--- config.mk ---
export PLATFORM = sky130hd
export DESIGN_NAME = calculator_accumulator
export DESIGN_NICKNAME = d
export VERILOG_FILES = /design/src/rtl/calc_pkg.sv /design/src/rtl/bin2bcd_seq.sv /design/src/rtl/calculator_accumulator.sv
export SDC_FILE = /design/constraint.sdc
export NUM_CORES = 1
export LEC_CHECK = 0
export ABC_AREA = 1
export BUFFER_PORTS_ARGS = -buffer_cell sky130_fd_sc_hd__buf_2
export CORE_MARGIN = 5
export CORE_UTILIZATION = 32
export CTS_CLUSTER_DIAMETER = 30
export CTS_CLUSTER_SIZE = 24
export DETAILED_ROUTE_END_ITERATION = 8
export SETUP_SLACK_MARGIN = 0.05
export SLEW_MARGIN = 20
export SYNTH_ARGS = -nofsm -noshare
export SYNTH_HDL_FRONTEND = slang
export SYNTH_HIERARCHICAL = 1
export SYNTH_SLANG_ARGS = --single-unit
--- constraint.sdc ---
create_clock -name clk -period 3.7 [get_ports clk]
set_input_delay 0.925 -clock clk [delete_from_list [all_inputs] [get_ports clk]]
set_output_delay 0.925 -clock clk [all_outputs]
set_load 0.05 [all_outputs]
--- src/rtl/calc_pkg.sv ---
// Shared constants and types for the calculator accumulator.
package calc_pkg;

  localparam int ACC_W           = 14;
  localparam int BCD_W           = 16;
  localparam int BCD_DIGITS      = BCD_W / 4;

  localparam int SLIDER_WEIGHT_1 = 1;
  localparam int SLIDER_WEIGHT_2 = 10;
  localparam int SLIDER_WEIGHT_3 = 100;
  localparam int SLIDER_WEIGHT_4 = 1000;

  localparam int ACC_MAX_DEFAULT = 9999;

  typedef enum logic {
    IDLE = 1'b0,
    CONV = 1'b1
  } calc_state_t;

endpackage

--- src/rtl/bin2bcd_seq.sv ---
// Sequential double-dabble converter: one shift/adjust iteration per clock,
// ACC_W iterations per conversion. A start while busy restarts from the new
// input value. done pulses for one cycle together with the new bcd value.
module bin2bcd_seq
  import calc_pkg::*;
(
  input  logic             clk,
  input  logic             reset,
  input  logic             start,
  input  logic [ACC_W-1:0] bin,
  output logic             busy,
  output logic             done,
  output logic [BCD_W-1:0] bcd
);

  localparam int SH_W = BCD_W + ACC_W;

  logic [SH_W-1:0] shift_q;
  logic [SH_W-1:0] shift_next;
  logic [3:0]      iter_cnt;

  // Add 3 to every BCD digit that is 5 or more, then shift the whole word left.
  function automatic logic [SH_W-1:0] dd_step(input logic [SH_W-1:0] s);
    logic [SH_W-1:0] a;
    a = s;
    for (int i = 0; i < BCD_DIGITS; i++) begin
      if (a[ACC_W + 4*i +: 4] >= 4'd5) begin
        a[ACC_W + 4*i +: 4] = a[ACC_W + 4*i +: 4] + 4'd3;
      end
    end
    return {a[SH_W-2:0], 1'b0};
  endfunction

  assign shift_next = dd_step(shift_q);

  // Load on start, iterate while busy, publish the digits on the last iteration.
  always_ff @(posedge clk) begin
    if (reset) begin
      busy     <= 1'b0;
      done     <= 1'b0;
      iter_cnt <= '0;
      bcd      <= '0;
    end else begin
      done <= 1'b0;
      if (start) begin
        shift_q  <= {{BCD_W{1'b0}}, bin};
        iter_cnt <= '0;
        busy     <= 1'b1;
      end else if (busy) begin
        shift_q  <= shift_next;
        iter_cnt <= iter_cnt + 4'd1;
        if (iter_cnt == 4'(ACC_W - 1)) begin
          busy <= 1'b0;
          done <= 1'b1;
          bcd  <= shift_next[SH_W-1 -: BCD_W];
        end
      end
    end
  end

endmodule

--- src/rtl/calculator_accumulator.sv ---
// Calculator accumulator: adds the slider value on each enter press, clears on
// clear press, and keeps a BCD copy of the accumulator via bin2bcd_seq.
// Build option: define CALC_SATURATE_EN to clamp at ACC_MAX on overflow;
// without it the accumulator wraps past ACC_MAX.
module calculator_accumulator
  import calc_pkg::*;
#(
  parameter int ACC_MAX = ACC_MAX_DEFAULT
) (
  input  logic             clk,
  input  logic             reset,
  input  logic             button_clr,
  input  logic             button_ent,
  input  logic             slider_1,
  input  logic             slider_2,
  input  logic             slider_3,
  input  logic             slider_4,
  output logic [ACC_W-1:0] acc,
  output logic [BCD_W-1:0] bcd,
  output logic             bcd_valid,
  output logic             busy,
  output logic             overflow
);

  localparam int               SUM_W   = ACC_W + 1;
  localparam logic [SUM_W-1:0] MAX_SUM = SUM_W'(ACC_MAX);
  localparam logic [SUM_W-1:0] SW_1    = SUM_W'(SLIDER_WEIGHT_1);
  localparam logic [SUM_W-1:0] SW_2    = SUM_W'(SLIDER_WEIGHT_2);
  localparam logic [SUM_W-1:0] SW_3    = SUM_W'(SLIDER_WEIGHT_3);
  localparam logic [SUM_W-1:0] SW_4    = SUM_W'(SLIDER_WEIGHT_4);

  if (ACC_MAX < 1 || ACC_MAX > 9999) begin : g_acc_max_range
    $error("calculator_accumulator: ACC_MAX must lie in 1..9999");
  end

  // Accumulator value after an add whose sum exceeded ACC_MAX.
  function automatic logic [ACC_W-1:0] overflow_value(input logic [SUM_W-1:0] sum_in);
`ifdef CALC_SATURATE_EN
    return (sum_in > MAX_SUM) ? MAX_SUM[ACC_W-1:0] : sum_in[ACC_W-1:0];
`else
    return ACC_W'(sum_in - (MAX_SUM + SUM_W'(1)));
`endif
  endfunction

  calc_state_t      state;
  logic             ent_p0;
  logic             clr_p0;
  logic             ent_evt;
  logic             clr_evt;
  logic             add_ok;
  logic             conv_start;
  logic [SUM_W-1:0] sval;
  logic [SUM_W-1:0] sum;
  logic [ACC_W-1:0] acc_next;
  logic             ovf_hit;
  logic             conv_busy;
  logic             conv_done;
  logic [BCD_W-1:0] conv_bcd;

  assign ent_evt    = button_ent & ~ent_p0;
  assign clr_evt    = button_clr & ~clr_p0;
  assign sval       = (slider_4 ? SW_4 : '0) + (slider_3 ? SW_3 : '0)
                    + (slider_2 ? SW_2 : '0) + (slider_1 ? SW_1 : '0);
  assign sum        = {1'b0, acc} + sval;
  // Clear wins over a simultaneous enter; enter during a conversion is ignored.
  assign add_ok     = ent_evt & ~clr_evt & (state == IDLE);
  assign conv_start = clr_evt | add_ok;

  // Next accumulator value and overflow detection for this cycle's events.
  always_comb begin
    acc_next = acc;
    ovf_hit  = 1'b0;
    if (clr_evt) begin
      acc_next = '0;
    end else if (add_ok) begin
      if (sum <= MAX_SUM) begin
        acc_next = sum[ACC_W-1:0];
      end else begin
        acc_next = overflow_value(sum);
        ovf_hit  = 1'b1;
      end
    end
  end

  // The converter is started with the value acc takes on the same edge.
  bin2bcd_seq u_bin2bcd (
    .clk   (clk),
    .reset (reset),
    .start (conv_start),
    .bin   (acc_next),
    .busy  (conv_busy),
    .done  (conv_done),
    .bcd   (conv_bcd)
  );

  // Edge detection, accumulator update and IDLE/CONV sequencing.
  always_ff @(posedge clk) begin
    if (reset) begin
      state     <= IDLE;
      ent_p0    <= 1'b0;
      clr_p0    <= 1'b0;
      acc       <= '0;
      bcd       <= '0;
      bcd_valid <= 1'b1;
      busy      <= 1'b0;
      overflow  <= 1'b0;
    end else begin
      ent_p0 <= button_ent;
      clr_p0 <= button_clr;
      acc    <= acc_next;
      if (clr_evt) begin
        overflow <= 1'b0;
      end else if (ovf_hit) begin
        overflow <= 1'b1;
      end
      if (conv_start) begin
        state     <= CONV;
        busy      <= 1'b1;
        bcd_valid <= 1'b0;
      end else if (state == CONV && conv_done) begin
        state     <= IDLE;
        busy      <= 1'b0;
        bcd       <= conv_bcd;
        bcd_valid <= 1'b1;
      end else if (state == CONV && !conv_busy && !conv_done) begin
        // Converter idle without a pending result: never leave the FSM stuck.
        state <= IDLE;
        busy  <= 1'b0;
      end
    end
  end

endmodule

After elaboration in Yosys (flattened, before gate mapping). Index checks and enable logic that the tools add are counted.

Bits in registers: 87. Bits of input ports: 8.

Add/sub/neg operators: 10. Magnitude comparators: 5. Equal/unequal tests: 1. Multiplexer cells: 25. Bitwise operators: 12. Reductions and logical operators: 14.

Operators by type and width (count): 14-bit two-way mux (4); 30-bit two-way mux (1); 4-bit by 3-bit greater-or-equal comparator with 1-bit output (second input constant) (4); 4-bit two-way mux (4); 14-bit by 13-bit adder with 15-bit output (1); 15-bit by 14-bit <= comparator with 1-bit output (second input constant) (1); 14-bit subtractor (second input constant) (1); 12-bit by 1-bit adder with 13-bit output (1); 1-bit two-way mux (13); 11-bit by 4-bit adder with 12-bit output (1); 4-bit by 2-bit adder with 4-bit output (second input constant) (3); 10-bit by 7-bit adder with 11-bit output (1); 10-bit two-way mux (1); 7-bit two-way mux (1); 1-bit NOT (7); 4-bit by 1-bit adder with 4-bit output (second input constant) (1); 1-bit bitwise AND (4); 4-bit equality test (second input constant) (1); 2-bit AND reduction (2); 2-bit nonzero test (2); 2-bit OR reduction (2); 3-bit by 2-bit adder with 3-bit output (second input constant) (1); 1-bit logical AND (3); 3-bit two-way mux (1); 5 further kinds (6).

Longest topological paths before layout. Gate-level depths: netlist (run 1).

Depth in word-level cells: 10. Depth in mapped cells: 24.

Cells and area by module. Netlist (run 1), hierarchy kept.

Modules (own cells, without submodules): calculator_accumulator (instances 1, cells each 444, area an instance 2832.7 µm²); bin2bcd_seq (instances 1, cells each 285, area an instance 2467.4 µm²).

Least setup slack after synthesis (run 1). OpenSTA, ideal clock, no wires.

Path type: input to register. Start point: input port slider_2. End point: register u_bin2bcd.shift_q[7] (data pin). Data arrival time: 3402 ps. Required time: 3447 ps. Setup slack: 45 ps. Stages on the path: 21. Buffers on the path: 1. Cell sequence: inv_1 > fa_1 > inv_1 > ha_1 > buf_6 > or2_1 > nand3b_1 > nand2_1 > inv_1 > ha_1 > nand3_1 > nor2_2 > nand3_1 > nand3_2 > nand3_1 > nand2_1 > nand2_1 > nand2_1 > inv_1 > nand2_1 > nand2_1.

Cells in the longest elaborated chain, start to end: 9. Elaborated cells on any way between the ends: 10.

RTL lines: start, declared (RTL line calculator_accumulator.sv:15) `input logic slider_2,`; 4-bit two-way mux (*) (RTL line calculator_accumulator.sv:63) `+ (slider_2 ? SW_2 : '0) + (slider_1 ? SW_1 : '0);`; 11-bit by 4-bit adder with 12-bit output (*) (RTL line calculator_accumulator.sv:63); 12-bit by 1-bit adder with 13-bit output (*) (RTL line calculator_accumulator.sv:63); 14-bit by 13-bit adder with 15-bit output (*) (RTL line calculator_accumulator.sv:64) `assign sum = {1'b0, acc} + sval;`; 14-bit subtractor or 15-bit by 14-bit <= comparator with 1-bit output (tied branches) (RTL line calculator_accumulator.sv:41, calculator_accumulator.sv:76); 14-bit two-way mux (*) (RTL line calculator_accumulator.sv:76) `if (sum <= MAX_SUM) begin`; 14-bit two-way mux (*) (RTL line calculator_accumulator.sv:75) `end else if (add_ok) begin`; 14-bit two-way mux (*) (RTL line calculator_accumulator.sv:73) `if (clr_evt) begin`; named net acc_next[7] (RTL line calculator_accumulator.sv:54) `logic [ACC_W-1:0] acc_next;`; 14-bit two-way mux (*) (RTL line bin2bcd_seq.sv:45) `if (start) begin`; end signal, assigned (RTL line bin2bcd_seq.sv:46) `shift_q <= {{BCD_W{1'b0}}, bin};`; end signal, assigned (RTL line bin2bcd_seq.sv:50) `shift_q <= shift_next;`; end, declared (RTL line bin2bcd_seq.sv:18) `logic [SH_W-1:0] shift_q;`.

The timed path passes the listed nets; every way through them passes the cells marked *. A chain may end at the register's enable or synchronous reset.

Worst setup path after layout (run 1).
Start point: input port slider_2. End point: register u_bin2bcd.shift_q[4] (data pin).

Same word-level chain as after synthesis.

==> impl_metrics.toml, run 1 <==
[floorplanning]
start_util = 0.323
die_x_um = 139
design.core.area_um2 = 16400
io_pins = 41
core.rowCount = 47
die_h_um = 139
fp.dieArea_um2 = 19200

[finish]
multiInputGateArea_um2 = 2940
final_core_util = 0.401
nFillCells = 1697
fin_area_um2 = 6580
fin_nets = 861
ff_latch_area_um2 = 2040
syn_to_final_growth_pct = 24.2
num_antenna_cells = 0
drive_gt1_frac = 0.229

[run_status]
status = "complete, no violations"

[grt]
antenna_found_initial = 0
grt_pass1_wl_mm = 20.9
grt_max_degree = 40
grt.total_usage = 0.129
grt_pass1_vias = 4446
overflow = 0

[detailed_routing]
postRouteAntennaNets = 0
routed-via-count = 4756
via_per_inst = 4.54
wl_per_cell_um = 12.0
drtIter0Drc = 293
drc = 0
routed_wl_mm = 12.5
drt-pass1-iter-count = 5

[setup_path]
endpoint_kind = "flip-flop"
required_ns = 3.79
path_class = "in2reg"
r2r-end = "u_bin2bcd/shift_q[12]$_DFFE_PP_"
startpoint_type = "input pin"
r2r_slack_ns = 0.57
rr_startpoint = "acc[6]$_SDFF_PP0_"
cp.arrival_ns = 3.55
path_max_fanout = 7
rr_worst_depth = 19

[sta]
maxSlewHeadroom = 0.571
skew_ns = 0.00749
report.final.hold_viol_count = 0
setup_tns_ns = 0
min_period_ns = 3.46
fmax_mhz = 289
rsz0062_at_grt = "no"
fin_crit_sh = 0.936
worstMarginPinSlew_ns = 0.644
slew_viol_final = 0
setup_violations = 0

[synthesis]
synth.most_common_cell = "nand2_1"
synth-simple-area-share = 0.358
synth_common_cells = "nand2_1 (198), nor2_1 (97), inv_1 (90), dfxtp_1 (57), nand3_1 (57)"
yosysTopAreaCell = "dfxtp_1"
syn_area_um2 = 5300
synth_top_family_by_area = "simple AND/OR/NAND/NOR gates"
synthFlopType = "dfxtp_1"
synth_mux_area_frac = 0
synth.distinct_cells = 38
synth_top_area_frac = 0.215
synth-adder-area-share = 0.0788
synth_compound_area_frac = 0.0803
synth_edf_count = 30
synth_xor_area_frac = 0.00826
synth_area_leaders = "dfxtp_1 (22%), edfxtp_1 (17%), nand2_1 (14%)"
ys_seq_area_frac = 0.385
syn_nets = 768
ys_seq_elements = 87
ys_async_sr_fraction = 0
yosysWarnings = 6
syn_area_per_cell_um2 = 7.27
postSynthCellCount = 729

[placed_design]
place_area_um2 = 6070
hpwl_mm = 9.19
routabilityCongestion = 0.855
portBuffers = 40

[hold_path]
hold_end = "bcd[13]$_SDFFE_PP0P_"
hp-class = "reg2reg"
min_from = "u_bin2bcd/bcd[13]$_SDFFE_PP0P_"
hold_path_depth = 2

[pwr]
switching_share = 0.295
seqPwrFrac = 0.408
pwr-share-comb = 0.228
internal-power_uw = 1860
cellLeakagePower_uw = 0.00329
vdd.ir_drop.worst_v = 0.000196
power.density_nw_per_um2 = 401
p_clk_frac = 0.364
p_sw_uw = 780
power.total_uw = 2640

[cts]
cts_buffers = 9
cts_tree = "yes"
cts.hold.buffers_added = 0
clock-root-buffer = "clkbuf_16"
h-tree-depth = 3
cts.sink_count = 87
clk_path_buf_depth = 2
clk_pin_slew_worst_paths_ns = 0.06
insertion_delay_ns = 0.33

[flow_run]
drv_cap = 0
state kept, by name, indices dropped and copies added (netlist names):
signal and cells:
u_bin2bcd/shift_q 30, u_bin2bcd/busy 1, acc 14, u_bin2bcd/done 1, bcd_valid 1, clr_p0 1, u_bin2bcd/iter_cnt 4, overflow 1
bcd 16, ent_p0 1, state 1, u_bin2bcd/bcd 16
kinds of logic (layout without fill, tap and decap cells):
family / count (synthesis) / in the layout
adder cells (fa/ha/maj): 31 / 31
AO/OA/AOI/OAI: 76 / 76
AND/OR/NAND/NOR: 415 / 417
XOR/XNOR: 5 / 5
buffers and inverters: 115 / 211
flip-flops: 87 / 87
per-layer routing:
layer	global-route usage	routed length, µm
met4	0.0427	146
met1	0.169	6080
met3	0.0207	387
met5	0	0
met2	0.219	5900
critical path: stages:
cell and delay (ns):
buf_2 0.09, inv_1 0.05, fa_1 0.53, inv_1 0.06, ha_4 0.26, or2_1 0.23, nand3b_1 0.09, nand2_1 0.09
inv_2 0.07, ha_1 0.13, nand3_1 0.09, nor2_2 0.20, buf_4 0.17, nand3_4 0.11, nand2_4 0.10, nor2_4 0.04
o21ai_2 0.13, inv_1 0.05, nand2_1 0.06, nand2_1 0.05
area by class of cell:
class,instances,share of cell area
multi-input combinational,529,0.447
sequential,87,0.310
timing repair buffer,96,0.0943
inverter,99,0.0567
clock buffer,13,0.0460
tap,220,0.0418
clock inverter,3,0.00399
through the flow:
| stage | hold slack, ns | cells | setup slack, ns |
|---|---|---|---|
| finish | 0.484 | 1047 | 0.237 |
| floorplan | 0.455 | 729 | 0.0687 |
| global placement | 0.468 | 1026 | -0.194 |
| global route | 0.517 | 1047 | 0.0423 |
| detailed placement | 0.468 | 1026 | -0.214 |
| CTS | 0.484 | 1042 | 0.145 |
layout by cell type (no fill, tap or decap), types with 5 or more instances in the layout:
master and n:
nand3_1 52, a21oi_1 25, nand2_2 12, nand2_1 195
a21oi_2 6, o21ai_0 28, o21ai_1 10, edfxtp_1 30
buf_2 40, dfxtp_1 57, nor2_1 92, inv_1 87
nand4_1 16, nand3_4 5, nand2_4 6, nor2_4 5
buf_4 56, clkbuf_16 11, nand3_2 11, inv_2 10
ha_1 23, nor2_2 10
how the worst max path moves through the flow:
stage          startpoint                               to  slack, ns
4_1_cts          slider_4   u_bin2bcd/shift_q[4]$_DFFE_PP_       0.15
3_3_place_gp     slider_4   u_bin2bcd/shift_q[4]$_DFFE_PP_      -0.19
2_1_floorplan    slider_2   u_bin2bcd/shift_q[7]$_DFFE_PP_       0.07
6_report         slider_2   u_bin2bcd/shift_q[4]$_DFFE_PP_       0.24
5_1_grt          slider_3  u_bin2bcd/shift_q[10]$_DFFE_PP_       0.04
3_5_place_dp     slider_4   u_bin2bcd/shift_q[4]$_DFFE_PP_      -0.21
power groups by stage:
stage | Sequential, µW | Combinational [µW] | Clock [µW]
floorplan | 1120 | 356 | 0
global placement | 1100 | 558 | 0
detailed placement | 1100 | 561 | 0
CTS | 1080 | 564 | 989
global route | 1080 | 681 | 1040
finish | 1080 | 603 | 961
repair_timing:
| item | 4_1_cts | 5_1_grt |
|---|---|---|
| resized for setup | 0 | 29 |
| setup endpoints to repair | 0 | 13 |
| setup buffers | 0 | 3 |
Note: power is estimated with default switching activity, not from simulation.
==> inputs of run 2 (changes only) <==
CORE_MARGIN = 2   (was 5)
clock period = 4.3 ns   (was 3.7 ns; I/O delays follow)
==> run 2 against run 1 <==
  * Combinational power is 30% lower
  * First-iteration DRC count is 10% lower
  * Via count is 5.0% lower
  * Sequential power is 14% lower
  * Non-clock buffer count is 48 lower
  * Total power is 18% lower
  * Critical endpoint is now u_bin2bcd/shift_q[10]$_DFFE_PP_
==> impl_metrics.toml, run 2 (synthesized netlist as in run 1, its figures left out) <==
[finish]
nFillCells = 1736
drive_gt1_frac = 0.152
syn_to_final_growth_pct = 14.3
mostFrequentLayoutCell = "nand2_1"
most-common-layout-cells = "nand2_1 (198), nor2_1 (96), inv_1 (90)"
final_core_util = 0.369
largestRegisters = "u_bin2bcd/shift_q (30), bcd (16), u_bin2bcd/bcd (16)"
num_antenna_cells = 0
largest_reg_flops = 30
fin_area_um2 = 6060
final_cells = 996
regMostFlops = "u_bin2bcd/shift_q"
fin_nets = 811

[setup_path]
r2r-end = "u_bin2bcd/shift_q[10]$_DFFE_PP_"
r2r_slack_ns = 0.96
rr_worst_depth = 20
path_delay_family = "simple AND/OR/NAND/NOR gates"
critPathLaunch = "slider_2"
cp.arrival_ns = 3.93
crit_end = "u_bin2bcd/shift_q[10]$_DFFE_PP_"
path_max_fanout = 8
crit_chain = "buf_2, inv_1, fa_1, inv_1, ha_1, or2_1, nand3b_1, nand2_1, inv_1, ha_1, nand3_1, nor2_2, nand3_1, nand3_2, nand3_1, nand2_1, nand2_1, nand2_1, inv_1, nand2_1, nand2_1"
critPathSlowestCell = "fa_1"
rr_startpoint = "acc[3]$_SDFF_PP0_"
startpoint_type = "input pin"
path_class = "in2reg"
max_stage_delay_ns = 0.52
cp.depth = 21
endpoint_kind = "flip-flop"
required_ns = 4.38
critPathBufInv = 5
cp_common_cell = "nand2_1"

[detailed_routing]
routed_wl_mm = 11.9
drt-met1-wl_mm = 5.96
wl_met2_mm = 5.38
dr.max_layer_used = "met4"
routed-via-count = 4517
via_per_inst = 4.54
postRouteAntennaNets = 0
route.met3.wl_um = 325
drc = 0
drt-pass1-iter-count = 5
wl_per_cell_um = 11.9
drtIter0Drc = 263

[placed_design]
dp_cells = 981
place_area_um2 = 5740
portBuffers = 40
routabilityCongestion = 0.863
hpwl_mm = 8.85

[pwr]
power.density_nw_per_um2 = 359
vdd.ir_drop.worst_v = 0.000153
pwr-share-comb = 0.193
internal-power_uw = 1540
seqPwrFrac = 0.426
cellLeakagePower_uw = 0.00304
p_sw_uw = 639
switching_share = 0.294
p_clk_frac = 0.381

[sta]
report.final.hold_viol_count = 0
maxSlewHeadroom = 0.563
fmax_mhz = 260
worstMarginPinSlew_ns = 0.655
skew_ns = 0.0110
setup_tns_ns = 0
rsz0062_at_grt = "no"
min_period_ns = 3.85
setup_violations = 0
fin_crit_sh = 0.895
slew_viol_final = 0

[cts]
cts.hold.buffers_added = 0
clock-root-buffer = "clkbuf_16"
clk_path_buf_depth = 2
cts_buffers = 9
post-cts-setup-buffers = 0
cts.sink_count = 87
insertion_delay_ns = 0.34
clk_pin_slew_worst_paths_ns = 0.06
cts_resized = 0
cts_tree = "yes"
h-tree-depth = 3

[floorplanning]
io_pins = 41
core.rowCount = 47
design.core.area_um2 = 16400
die_h_um = 133
fp.dieArea_um2 = 17600
die_x_um = 133
start_util = 0.323

[grt]
grt_pass1_vias = 4260
grt_max_degree = 33
grt.total_usage = 0.143
overflow = 0
grt_pass1_wl_mm = 20.6
antenna_found_initial = 0

[run_status]
status = "complete, no violations"

[hold_path]
hp-class = "reg2reg"

[flow_run]
drv_cap = 0
run 2: how the worst min path moves through the flow:
| stage | endpoint | startpoint | slack (ns) | cells after the start |
|---|---|---|---|---|
| 6_report | bcd[9]$_SDFFE_PP0P_ | u_bin2bcd/bcd[9]$_SDFFE_PP0P_ | 0.48 | 2 |
| 5_1_grt | bcd[9]$_SDFFE_PP0P_ | u_bin2bcd/bcd[9]$_SDFFE_PP0P_ | 0.51 | 2 |
| 4_1_cts | bcd[3]$_SDFFE_PP0P_ | u_bin2bcd/bcd[3]$_SDFFE_PP0P_ | 0.49 | 2 |
| 3_5_place_dp | bcd[8]$_SDFFE_PP0P_ | u_bin2bcd/bcd[8]$_SDFFE_PP0P_ | 0.47 | 2 |
| 3_3_place_gp | bcd[10]$_SDFFE_PP0P_ | u_bin2bcd/bcd[10]$_SDFFE_PP0P_ | 0.46 | 2 |
| 2_1_floorplan | bcd[0]$_SDFFE_PP0P_ | u_bin2bcd/bcd[0]$_SDFFE_PP0P_ | 0.46 | 2 |
run 2: per-stage QoR:
stage	hold slack (ns)	setup WS [ns]	power [µW]
floorplan	0.455	0.495	1270
global route	0.505	0.180	2300
detailed placement	0.474	0.113	1370
global placement	0.465	0.131	1370
finish	0.482	0.450	2180
CTS	0.491	0.481	2210
run 2: metal layers:
layer,GRT usage,up-vias
li1,-,2426
met1,0.194,2010
met2,0.233,66
met3,0.0199,15
met4,0.0502,0
met5,0,-
run 2: final cells by class:
class / count / area (µm²) / share of cell area
Multi-Input combinational cell: 527 / 2790 / 0.460
Sequential cell: 87 / 2040 / 0.337
Inverter: 99 / 373 / 0.0616
Tap cell: 220 / 275 / 0.0454
Clock buffer: 11 / 264 / 0.0436
Timing Repair Buffer: 48 / 260 / 0.0430
Clock inverter: 4 / 56.3 / 0.00930
run 2: tightest hold or removal path, delay by kind of cell (launching register included):
family,cells,cell delay (ns)
DFF,1,0.32
and+or+nand+nor,2,0.13
run 2: power by group through the flow:
stage	registers [µW]	clock network, µW	logic [µW]
floorplan	964	0	307
CTS	926	857	424
global route	931	886	485
finish	926	829	420
detailed placement	944	0	422
global placement	944	0	421
==> inputs of run 3 (changes only) <==
PLACE_DENSITY = 0.53   (was not set)
==> run 3 against run 2 <==
  * Critical path depth unchanged
  * Non-clock buffer count down 2
  * Routed wire length up 3.8%
  * Via count is 1.2% higher
  * Combinational power about the same
  * Hold slack gained 0.0019 ns
  * Final cell count down 0.10%
  * Design area shrank 0.85%
  * Total power down 3.0%
  * Critical endpoint is now u_bin2bcd/shift_q[9]$_DFFE_PP_
==> impl_metrics.toml, run 3 (synthesized netlist as in run 1, its figures left out) <==
[setup_path]
r2r-end = "u_bin2bcd/shift_q[9]$_DFFE_PP_"
endpoint_kind = "flip-flop"
startpoint_type = "input pin"
rr_worst_depth = 20
cp_common_cell = "nand2_1"
path_max_fanout = 8
max_stage_delay_ns = 0.52
rr_startpoint = "acc[3]$_SDFF_PP0_"
path_class = "in2reg"
critPathBufInv = 5
cp.arrival_ns = 3.96
required_ns = 4.40
r2r_slack_ns = 0.93
path_delay_family = "simple AND/OR/NAND/NOR gates"
critPathSlowestCell = "fa_1"
crit_chain = "buf_2, inv_1, fa_1, inv_1, ha_1, or2_1, nand3b_1, nand2_1, inv_1, ha_1, nand3_1, nor2_2, nand3_1, nand3_2, nand3_1, nand2_1, nand2_1, nand2_1, inv_1, nand2_1, nand2_1"

[finish]
largest_reg_flops = 30
fin_area_um2 = 6010
fin_nets = 809
syn_to_final_growth_pct = 13.3
drive_gt1_frac = 0.148
regMostFlops = "u_bin2bcd/shift_q"
mostFrequentLayoutCell = "nand2_1"
num_antenna_cells = 0
largestRegisters = "u_bin2bcd/shift_q (30), bcd (16), u_bin2bcd/bcd (16)"
most-common-layout-cells = "nand2_1 (198), nor2_1 (96), inv_1 (90)"

[pwr]
vdd.ir_drop.worst_v = 0.000178
power.density_nw_per_um2 = 351
cellLeakagePower_uw = 0.00301

[sta]
maxSlewHeadroom = 0.556
min_period_ns = 3.87
skew_ns = 0.0120
report.final.hold_viol_count = 0
setup_violations = 0
setup_tns_ns = 0
fmax_mhz = 259
rsz0062_at_grt = "no"
worstMarginPinSlew_ns = 0.666
slew_viol_final = 0
fin_crit_sh = 0.899

[cts]
cts.sink_count = 87
h-tree-depth = 3
clk_pin_slew_worst_paths_ns = 0.06
clk_path_buf_depth = 2
cts.hold.buffers_added = 0
post-cts-setup-buffers = 0
clock-root-buffer = "clkbuf_16"
cts_buffers = 9
cts_tree = "yes"
insertion_delay_ns = 0.35
cts_resized = 0

[grt]
antenna_found_initial = 0
grt_pass1_wl_mm = 21.2
top_usage_layer = "met2"
grt.total_usage = 0.149
met2_usage = 0.237
grt_max_degree = 40
grt_pass1_vias = 4363
met1_usage = 0.202
grt_use_met3 = 0.0226
overflow = 0

[hold_path]
hp-class = "reg2reg"
min_from = "u_bin2bcd/bcd[14]$_SDFFE_PP0P_"
hold_end = "bcd[14]$_SDFFE_PP0P_"
hold_path_depth = 2

[floorplanning]
core.rowCount = 47
die_x_um = 133
design.core.area_um2 = 16400
io_pins = 41
die_h_um = 133
fp.dieArea_um2 = 17600
start_util = 0.323

[detailed_routing]
routed-via-count = 4569
drt-pass1-iter-count = 4
drc = 0
wl_per_cell_um = 12.4
postRouteAntennaNets = 0
drtIter0Drc = 358
routed_wl_mm = 12.3
via_per_inst = 4.59

[placed_design]
portBuffers = 40
hpwl_mm = 9.08
place_area_um2 = 5720
routabilityCongestion = 0.854

[run_status]
status = "complete, no violations"

[flow_run]
drv_cap = 0
## run 3: layout make-up
class	count	area, µm²
timing repair buffer	46	245
multi-input combinational	527	2790
inverter	99	373
tap	220	275
sequential	87	2040
fill	1774	10400
clock inverter	4	26.3
clock buffer	12	258
## run 3: stage by stage
step	setup slack, ns	hold slack [ns]	instances	power, µW	util
5_1_grt	0.0742	0.512	995	2240	0.366
2_1_floorplan	0.495	0.455	729	1270	-
3_3_place_gp	0.137	0.466	979	1370	0.349
4_1_cts	0.470	0.491	995	2140	0.366
6_report	0.435	0.484	995	2110	0.366
3_5_place_dp	0.0899	0.474	979	1370	0.349
## run 3: worst max-delay path by stage
stage | start | to | slack [ns] | cells after the start
global route | slider_2 | u_bin2bcd/shift_q[10]$_DFFE_PP_ | 0.07 | 23
CTS | slider_2 | u_bin2bcd/shift_q[9]$_DFFE_PP_ | 0.47 | 21
floorplan | slider_2 | u_bin2bcd/shift_q[7]$_DFFE_PP_ | 0.49 | 21
detailed placement | slider_2 | u_bin2bcd/shift_q[9]$_DFFE_PP_ | 0.09 | 21
global placement | slider_2 | u_bin2bcd/shift_q[9]$_DFFE_PP_ | 0.14 | 21
finish | slider_2 | u_bin2bcd/shift_q[9]$_DFFE_PP_ | 0.43 | 21
## run 3: worst reg2reg max path: stages (launching register included)
cell      delay [ns]
dfxtp_1         0.36
inv_1           0.08
fa_1            0.47
inv_1           0.04
ha_1            0.40
or2_1           0.28
nand3b_1        0.09
nand2_1         0.08
inv_1           0.11
ha_1            0.16
nand3_1         0.10
nor2_2          0.21
nand3_1         0.12
nand3_2         0.17
nand3_1         0.10
nand2_1         0.08
nand2_1         0.05
nand2_1         0.07
inv_1           0.04
nand2_1         0.05
nand2_1         0.06
## run 3: power by group
| part | internal, µW | switching, µW |
|---|---|---|
| sequential | 899 | 27.3 |
| combinational | 131 | 291 |
| clock | 429 | 332 |
| total | 1460 | 650 |
## run 3: metal layers
layer / vias to the layer above / wire length (µm)
met1: 2071 / 6220
li1: 2419 / -
met4: 0 / 223
met2: 66 / 5570
met5: - / 0
met3: 13 / 331
